$ cat src/rtl/seq_match_if.sv
// Handshake and result bundle for seq_match_ctrl.
// master: word producer / result consumer side. slave: the controller.
interface seq_match_if #(
  parameter int WORD_W = 16,
  parameter int PAT_W  = 4,
  parameter int CNT_W  = 5
);
  localparam int LEN_W = $clog2(PAT_W + 1);

  logic              in_valid;
  logic              in_ready;
  logic [WORD_W-1:0] in_data;
  logic [PAT_W-1:0]  pat;
  logic [LEN_W-1:0]  pat_len;
  logic              bit_out;
  logic              match;
  logic              busy;
  logic              out_valid;
  logic              out_ready;
  logic [CNT_W-1:0]  match_cnt;
  logic [WORD_W-1:0] match_pos;

  modport master (
    output in_valid, in_data, pat, pat_len, out_ready,
    input  in_ready, bit_out, match, busy, out_valid, match_cnt, match_pos
  );

  modport slave (
    input  in_valid, in_data, pat, pat_len, out_ready,
    output in_ready, bit_out, match, busy, out_valid, match_cnt, match_pos
  );
endinterface

$ cat src/rtl/seq_match_ctrl.sv
// Word-serial pattern detector controller. A word is accepted in IDLE,
// shifted out MSB-first in SHIFT (one bit per clock, overlapping matches
// counted), and the count/position mask is offered in DONE until taken.
// Optional build macro SEQ_CARRY_EN: keep bit history across words so a
// pattern spanning a word boundary is detected (history cleared only on
// reset or when the latched pattern/length changes).
module seq_match_ctrl #(
  parameter int WORD_W = 16,
  parameter int PAT_W  = 4,
  parameter int CNT_W  = 5
) (
  input logic       clk,
  input logic       rst,
  seq_match_if.slave bus
);
  localparam int LEN_W = $clog2(PAT_W + 1);
  localparam int IDX_W = $clog2(WORD_W);

  typedef enum logic [1:0] {S_IDLE, S_SHIFT, S_DONE} state_t;

  state_t            state_q, state_d;
  logic [WORD_W-1:0] sh_q, sh_d;
  logic [PAT_W-1:0]  pat_q, pat_d;
  logic [LEN_W-1:0]  len_q, len_d;
  logic [IDX_W-1:0]  idx_q, idx_d;
  logic [CNT_W-1:0]  cnt_q, cnt_d;
  logic [WORD_W-1:0] pos_q, pos_d;
  logic [PAT_W-1:0]  hist_q, hist_d;
  logic [LEN_W-1:0]  hcnt_q, hcnt_d;
  logic              bit_q, bit_d;
  logic              match_q, match_d;

  logic [LEN_W-1:0]  len_clamp;
  logic              cur_bit;
  logic [PAT_W-1:0]  win;
  logic [PAT_W-1:0]  mask;
  logic [LEN_W:0]    hcnt_next;
  logic              hit;

  // Next-state, datapath update and match evaluation.
  always_comb begin
    state_d   = state_q;
    sh_d      = sh_q;
    pat_d     = pat_q;
    len_d     = len_q;
    idx_d     = idx_q;
    cnt_d     = cnt_q;
    pos_d     = pos_q;
    hist_d    = hist_q;
    hcnt_d    = hcnt_q;
    bit_d     = bit_q;
    match_d   = 1'b0;

    len_clamp = (bus.pat_len > LEN_W'(PAT_W)) ? LEN_W'(PAT_W) : bus.pat_len;
    cur_bit   = sh_q[WORD_W-1];
    // Newest bit lands in position 0; the oldest used bit sits at len-1.
    win       = PAT_W'({hist_q, cur_bit});
    mask      = '0;
    for (int i = 0; i < PAT_W; i++) begin
      mask[i] = (i < int'(len_q));
    end
    hcnt_next = {1'b0, hcnt_q} + (LEN_W+1)'(1);
    hit       = (len_q != '0) && (hcnt_next >= {1'b0, len_q}) &&
                (((win ^ pat_q) & mask) == '0);

    case (state_q)
      S_IDLE: begin
        if (bus.in_valid) begin
          sh_d  = bus.in_data;
          pat_d = bus.pat;
          len_d = len_clamp;
          idx_d = '0;
          cnt_d = '0;
          pos_d = '0;
`ifdef SEQ_CARRY_EN
          if ((bus.pat != pat_q) || (len_clamp != len_q)) begin
            hist_d = '0;
            hcnt_d = '0;
          end
`else
          hist_d = '0;
          hcnt_d = '0;
`endif
          state_d = S_SHIFT;
        end
      end
      S_SHIFT: begin
        sh_d    = sh_q << 1;
        hist_d  = win;
        hcnt_d  = (hcnt_q == LEN_W'(PAT_W)) ? hcnt_q : hcnt_next[LEN_W-1:0];
        bit_d   = cur_bit;
        match_d = hit;
        if (hit) begin
          cnt_d = cnt_q + CNT_W'(1);
          pos_d[IDX_W'(WORD_W-1) - idx_q] = 1'b1;
        end
        idx_d = idx_q + IDX_W'(1);
        if (idx_q == IDX_W'(WORD_W-1)) begin
          state_d = S_DONE;
        end
      end
      S_DONE: begin
        if (bus.out_ready) begin
          state_d = S_IDLE;
        end
      end
      default: state_d = S_IDLE;
    endcase
  end

  // Control, history and result registers; reset aborts any word in flight.
  always_ff @(posedge clk or posedge rst) begin
    if (rst) begin
      state_q <= S_IDLE;
      idx_q   <= '0;
      cnt_q   <= '0;
      pos_q   <= '0;
      hist_q  <= '0;
      hcnt_q  <= '0;
      bit_q   <= 1'b0;
      match_q <= 1'b0;
    end else begin
      state_q <= state_d;
      idx_q   <= idx_d;
      cnt_q   <= cnt_d;
      pos_q   <= pos_d;
      hist_q  <= hist_d;
      hcnt_q  <= hcnt_d;
      bit_q   <= bit_d;
      match_q <= match_d;
    end
  end

  // Word and pattern holding registers; only meaningful after an accept.
  always_ff @(posedge clk) begin
    sh_q  <= sh_d;
    pat_q <= pat_d;
    len_q <= len_d;
  end

  assign bus.in_ready  = (state_q == S_IDLE);
  assign bus.busy      = (state_q == S_SHIFT);
  assign bus.out_valid = (state_q == S_DONE);
  assign bus.bit_out   = bit_q;
  assign bus.match     = match_q;
  assign bus.match_cnt = cnt_q;
  assign bus.match_pos = pos_q;
endmodule

$ cat src/flat_wrapper.sv
// flat-port wrapper written by rule: the top's interface ports become plain ports
module seq_match_ctrl_flat 
#(
  parameter int WORD_W = 16,
  parameter int PAT_W  = 4,
  parameter int CNT_W  = 5
)
  (clk, rst, bus_in_valid, bus_in_data, bus_pat, bus_pat_len, bus_out_ready, bus_in_ready, bus_bit_out, bus_match, bus_busy, bus_out_valid, bus_match_cnt, bus_match_pos);
  seq_match_if #(.WORD_W(WORD_W), .PAT_W(PAT_W), .CNT_W(CNT_W)) bus_i ();
  input logic clk;
  input logic rst;
  input wire logic [$bits(bus_i.in_valid)-1:0] bus_in_valid;
  input wire logic [$bits(bus_i.in_data)-1:0] bus_in_data;
  input wire logic [$bits(bus_i.pat)-1:0] bus_pat;
  input wire logic [$bits(bus_i.pat_len)-1:0] bus_pat_len;
  input wire logic [$bits(bus_i.out_ready)-1:0] bus_out_ready;
  output wire logic [$bits(bus_i.in_ready)-1:0] bus_in_ready;
  output wire logic [$bits(bus_i.bit_out)-1:0] bus_bit_out;
  output wire logic [$bits(bus_i.match)-1:0] bus_match;
  output wire logic [$bits(bus_i.busy)-1:0] bus_busy;
  output wire logic [$bits(bus_i.out_valid)-1:0] bus_out_valid;
  output wire logic [$bits(bus_i.match_cnt)-1:0] bus_match_cnt;
  output wire logic [$bits(bus_i.match_pos)-1:0] bus_match_pos;
  assign bus_i.in_valid = bus_in_valid;
  assign bus_i.in_data = bus_in_data;
  assign bus_i.pat = bus_pat;
  assign bus_i.pat_len = bus_pat_len;
  assign bus_i.out_ready = bus_out_ready;
  assign bus_in_ready = bus_i.in_ready;
  assign bus_bit_out = bus_i.bit_out;
  assign bus_match = bus_i.match;
  assign bus_busy = bus_i.busy;
  assign bus_out_valid = bus_i.out_valid;
  assign bus_match_cnt = bus_i.match_cnt;
  assign bus_match_pos = bus_i.match_pos;
  seq_match_ctrl #(.WORD_W(WORD_W), .PAT_W(PAT_W), .CNT_W(CNT_W)) u_core (.clk(clk), .rst(rst), .bus(bus_i));
endmodule
$ cat config.mk
export PLATFORM = sky130hd
export DESIGN_NAME = seq_match_ctrl_flat
export DESIGN_NICKNAME = d
export VERILOG_FILES = /design/src/rtl/seq_match_if.sv /design/src/rtl/seq_match_ctrl.sv /design/src/flat_wrapper.sv
export SDC_FILE = /design/constraint.sdc
export NUM_CORES = 1
export LEC_CHECK = 0
export ABC_CLOCK_PERIOD_IN_PS = 4100
export CAP_MARGIN = 20
export CORE_ASPECT_RATIO = 0.8
export CORE_UTILIZATION = 40
export DETAILED_ROUTE_END_ITERATION = 6
export SETUP_SLACK_MARGIN = 0.1
export SYNTH_ARGS = -nofsm -noshare
export SYNTH_HDL_FRONTEND = slang
export SYNTH_SLANG_ARGS = --single-unit
$ cat constraint.sdc
create_clock -name clk -period 4.1 [get_ports clk]
set_clock_uncertainty 0.05 [all_clocks]
set_input_delay 0.41 -clock clk [delete_from_list [all_inputs] [get_ports clk]]
set_output_delay 0.41 -clock clk [all_outputs]
set_load 0.02 [all_outputs]
==> flow_metrics.tcl <==
set metrics [dict create \
    die_w_um 91.25 \
    syn_to_final_growth_pct 30.83 \
    cts_buffers 9 \
    crit_required_ps 3640 \
    gp_congestion 0.7595 \
    drive_gt1_frac 0.06441 \
    io_pins 53 \
    antennaDiodeCount 0 \
    fin_crit_sh 0.6329 \
    root_buffer "clkbuf_8" \
    tightest_slew_ps 615.4 \
    grt_pass1_vias 1754 \
    hp-class "in -> async" \
    period_needed_ps 2595 \
    grt_util_all_layers 0.1712 \
    cts.repair.resized 0 \
    die-height_um 73.40 \
    drc 0 \
    syn_area_um2 2549 \
    max-clock-path-buffers 2 \
    hold_viol 0 \
    dp_hpwl_um 3453 \
    fin_cells 376 \
    path_clk_slew_ps 60 \
    drtPass1Iterations 4 \
    post_cts_buffers 0 \
    initial_core_util 0.4222 \
    antenna_found_initial 0 \
    crit_fanout 28 \
    status "complete, no violations" \
    syn_nets 272 \
    multi_input_area_um2 888.4 \
    critPathArrivalTime_ps 2130 \
    post_dp_cell_area_um2 3137 \
    fin_setup_tns_ps 0 \
    crit_path_start_kind "flop" \
    coreArea_um2 6037 \
    avgSynthCellArea_um2 10.85 \
    vdd_ir_drop_max_mv 0.2851 \
    power_density_nw_per_um2 697.2 \
    p_comb_frac 0.349 \
    fin_area_um2 3334 \
    slew_viol_final 0 \
    synth_edf_count 23 \
    synth-seq-cells 58 \
    synth_cells 235 \
    cts_tree "done" \
    wire_per_inst_um 13.51 \
    overflow 0 \
    placedCellCount 360 \
    dieArea_um2 6697 \
    num_vias 1844 \
    fill_cells 529 \
    rows 25 \
    drv_cap 0 \
    async_reset_ff_frac 0.6034 \
    switching_power_w 0.0008167 \
    yosysWarnings 0 \
    finalWirelength_um 5079 \
    mostFrequentLayoutCells "62 x nand2_1, 52 x clkdlybuf4s50_1, 35 x dfrtp_1, 23 x edfxtp_1, 14 x nor2_1" \
    cp-end-kind "output port" \
    grt_pass1_wl_um 8562 \
    pwr-share-clk 0.225 \
    crit_type "reg -> out" \
    ant_nets 0 \
    rsz0062_at_grt "false" \
    ys.flop_type "dfrtp_1" \
    synth_cell_types 35 \
    port_buffers 52 \
    ctsHoldBuffers 0 \
    drt_iter0_drc 112 \
    p_seq_frac 0.426 \
    vias_per_cell 4.904 \
    clock.fmax_mhz 385.4 \
    nets 327 \
    layout_commonest_cell "nand2_1" \
    slew_headroom 0.5893 \
    ff_latch_area_um2 1567 \
    synth_seq_area_share 0.6146 \
    netSwitchingFraction 0.3513 \
    h-tree-depth 3 \
    worst_r2r_path_depth 9 \
    grt_max_degree 36 \
    cts_num_sinks 58 \
    p_leak_nw 1.518 \
    setup_viol 0 \
    intPower_w 0.001508 \
    clkLatencyLatePin_ps 330 \
]
[per-layer routing]
layer | share of wire | up-vias | track usage | wire length (um)
met5 | 0 | - | 0 | 0
met4 | 0.014 | 0 | 0.09524 | 73
met3 | 0.047 | 7 | 0.04969 | 240
met2 | 0.42 | 44 | 0.2365 | 2125
met1 | 0.52 | 871 | 0.2422 | 2639
li1 | - | 922 | - | -
[critical path: stages, from the launching register on]
cell and delay [ps]:
dfrtp_1 380, nand2b_4 280, inv_2 440, clkdlybuf4s50_1 700
[path summary, 6_finish.rpt]
| kind | endpoint | slack (ps) | from |
|---|---|---|---|
| max | bus_busy | 1510 | u_core.state_q[1] |
| min | u_core.bus.match_cnt[4] | 430 | rst |
| max reg2reg | u_core.bus.match_cnt[4] | 1780 | u_core.hcnt_q[0] |
| min reg2reg | u_core.bus.match_cnt[4] | 430 | u_core.bus.match_cnt[4] |
| max in group asynchronous | u_core.bus.match_pos[3] | 3250 | rst |
| min in group clk | u_core.bus.match_cnt[4] | 430 | u_core.bus.match_cnt[4] |
[power groups by stage]
stage	clock network (W)	logic [W]	registers, W
after detailed placement	0	0.000816	0.00100
after floorplan	0	0.000479	0.00104
after global routing	0.000565	0.000916	0.00102
final	0.000523	0.000810	0.000991
after CTS	0.000538	0.000820	0.000994
after global placement	0	0.000804	0.00100
[logic make-up (layout without fill, tap and decap cells)]
group | count (synthesis) | in the layout | synth area share
adder cells (fa/ha/maj) | 10 | 10 | 0.04909
multiplexers | 3 | 3 | 0.01227
AO/OA/AOI/OAI | 41 | 41 | 0.1075
buffers and inverters | 22 | 82 | 0.03682
XOR/XNOR | 5 | 5 | 0.01718
flip-flops | 58 | 58 | 0.6146
AND/OR/NAND/NOR | 96 | 96 | 0.1625
[Yosys cell counts (5+ instances only)]
| master | number | area share |
|---|---|---|
| xor2_1 | 5 | 0.017 |
| edfxtp_1 | 23 | 0.27 |
| o21ai_0 | 13 | 0.026 |
| dfrtp_1 | 35 | 0.34 |
| inv_1 | 10 | 0.015 |
| clkbuf_1 | 6 | 0.0088 |
| nor2_1 | 14 | 0.021 |
| a31oi_1 | 9 | 0.022 |
| a22o_1 | 9 | 0.031 |
| ha_1 | 10 | 0.049 |
| nand2_1 | 62 | 0.091 |
[final cells by class]
| cell class | count | share of cell area |
|---|---|---|
| Sequential cell | 58 | 0.4698 |
| Multi-Input combinational cell | 155 | 0.2664 |
| Timing Repair Buffer | 54 | 0.1606 |
| Clock buffer | 14 | 0.04878 |
| Tap cell | 81 | 0.03039 |
| Inverter | 12 | 0.01351 |
| Clock inverter | 2 | 0.01051 |
[flip-flops by register name (all words and copies together), names as in the netlist]
name / count
u_core.bus.match_pos: 16
u_core.bus.match_cnt: 5
u_core.bus.bit_out: 1
u_core.sh_q: 16
u_core.len_q: 3
u_core.bus.match: 1
u_core.hcnt_q: 3
u_core.hist_q: 3
u_core.state_q: 2
u_core.pat_q: 4
u_core.idx_q: 4
[stage by stage]
step / hold WS [ps] / power, W / worst slack, ps / utilization
6_report: 425.3 / 0.002325 / 1505 / 0.5523
5_1_grt: 467.5 / 0.002500 / 1361 / 0.5523
4_1_cts: 435.9 / 0.002352 / 1463 / 0.5523
3_5_place_dp: 427.2 / 0.001821 / 1738 / 0.5196
3_3_place_gp: 424.5 / 0.001806 / 1758 / 0.5196
2_1_floorplan: 433.6 / 0.001518 / 2045 / -
Power figures use the tool's default switching activity.
==> edit (same settings) <==
Build with the macro `SEQ_CARRY_EN` defined.
--- a/src/rtl/seq_match_ctrl.sv
+++ b/src/rtl/seq_match_ctrl.sv
@@ -6,2 +6,4 @@
 // reset or when the latched pattern/length changes).
+`define SEQ_CARRY_EN
+
 module seq_match_ctrl #(
Check against the original RTL: no difference found for any inputs over 10 cycles, from zero or initial values and one cycle with rst high; that may be too few to reach the edited logic, so the function may still have changed.
==> edit against the original RTL <==
Final area is 3.0% higher. Sequential cell count stayed put. Worst hold slack better by 8.0 ps. Synthesized area is 4.8% higher. Core utilization is 1.6 points lower. Setup slack worse by 7.7 ps. Clock power is 14% lower. Power is 0.99% lower. Wire length is 7.9% higher. Non-clock buffer count is 1 higher. Critical endpoint unchanged. Largest cell class unchanged. Largest power group unchanged.
==> edit: results (changes against the original RTL) <==
status=complete, no violations (unchanged); CLK BUF=9 (was 14); post-synthesis xor/xnor area fraction=4.26% (was 1.72%); Max FO, Critical Path=24 (was 28); Clock buf/inv share=4.92% (was 5.93%); GRT Util Overall=17.1% (about the same); final net count=342 (was 327); antenna diode count=0 (unchanged); sequential fraction of the synthesis area=58.6% (was 61.5%); clk sink count=58 (unchanged); Yosys warning count=0 (unchanged); Post-Route M1 WL=2790 µm (was 2640 µm); vias in the first global route=1835 (was 1754); Worst EP arrival=2140 ps; synthesis-to-layout area growth=28.6% (was 30.8%); fraction of area in multi-input gates=29.5% (was 26.6%); met3 wire length=249 µm (was 240 µm); CTS Hold Buffers Added=0 (unchanged); met3 Use GR=4.55% (was 4.97%); met2 Track Usage GR=25.5% (was 23.7%); Post-Layout Cell Count=394 (was 376); Synth Area in Adders=4.68% (was 4.91%); crit-path max cell delay=620 ps (was 700 ps); met2 WL=2420 µm (was 2130 µm); HPWL after detailed placement=3680 µm (was 3450 µm); via count=1919 (was 1844); Placed Area=3270 µm² (was 3140 µm²); synth unique cells=39 (was 35); Relative slew margins=40.6% (was 58.9%); Routed WL per cell=13.9 µm (was 13.5 µm); met1 global-route usage=24.1% (was 24.2%); Synth Area per Inst=10.7 µm² (was 10.8 µm²); Seq. cell area=1570 µm² (unchanged); Bufs on Longest Clock Path=2 (unchanged); inverters=10 (was 12); leakage dissipation=1.50 nW (was 1.52 nW); Non-CTS buffers=55 (was 54); mux cell area share after synthesis=0.843% (was 1.23%); largest net degree at the start of global routing=36 (unchanged); Data buffer area share=15.8% (was 16.1%); first-pass GRT wire length=8960 µm (was 8560 µm); fill count=570 (was 529); #MultiIn Comb=171 (was 155); pre-CTS setup slack=1630 ps (was 1740 ps); EDFF count, synth=23 (unchanged); tap cell count=84 (was 81); Post-synth top cells=nand2_1 (69), dfrtp_1 (35), edfxtp_1 (23) (was nand2_1 (62), dfrtp_1 (35), edfxtp_1 (23)); Clk Tree Root Cell=clkbuf_8 (unchanged); share of cells above drive strength 1=8.39% (was 6.44%); worst min path class=in2async (unchanged); Worst VDD drop=0.276 mV (was 0.285 mV); Synth Area in Compound Gates=12.0% (was 10.8%); syn_nets=287 (was 272); starting DRC count in detailed routing=87 (was 112); placed instance count=378 (was 360); cell types occupying the most area after synthesis=dfrtp_1 (33%), edfxtp_1 (26%), nand2_1 (9.7%) (was dfrtp_1 (34%), edfxtp_1 (27%), nand2_1 (9.1%)); RePlAce Congestion=0.751 (was 0.760)
[edit: changes by cell type after synthesis, sizes merged, moves of 2 or more]
cell | before | now
a31oi | 9 | 5
inv | 12 | 9
mux2i | 2 | 0
nand2 | 62 | 69
nand4 | 3 | 1
o21ai | 13 | 17
xnor2 | 0 | 8
[edit: final timing paths]
path / cells past startpoint / endpoint / startpoint / slack (ps)
worst min register to register: 2 / u_core.bus.bit_out / u_core.bus.bit_out / 440
max in group asynchronous: 3 / u_core.idx_q[3] / rst / 3250
worst max register to register: 8 / u_core.bus.match_cnt[0] / u_core.hcnt_q[0] / 1750
worst min-delay path: 3 / u_core.bus.match_cnt[0] / rst / 430
min in group clk: 2 / u_core.bus.bit_out / u_core.bus.bit_out / 440
worst max-delay path: 3 / bus_busy / u_core.state_q[1] / 1500
[edit: power breakdown]
group | switching [mW] | total (mW) | internal, mW
clock network | 0.236 | 0.452 | 0.216
registers | 0.141 | 0.990 | 0.850
logic | 0.484 | 0.859 | 0.375
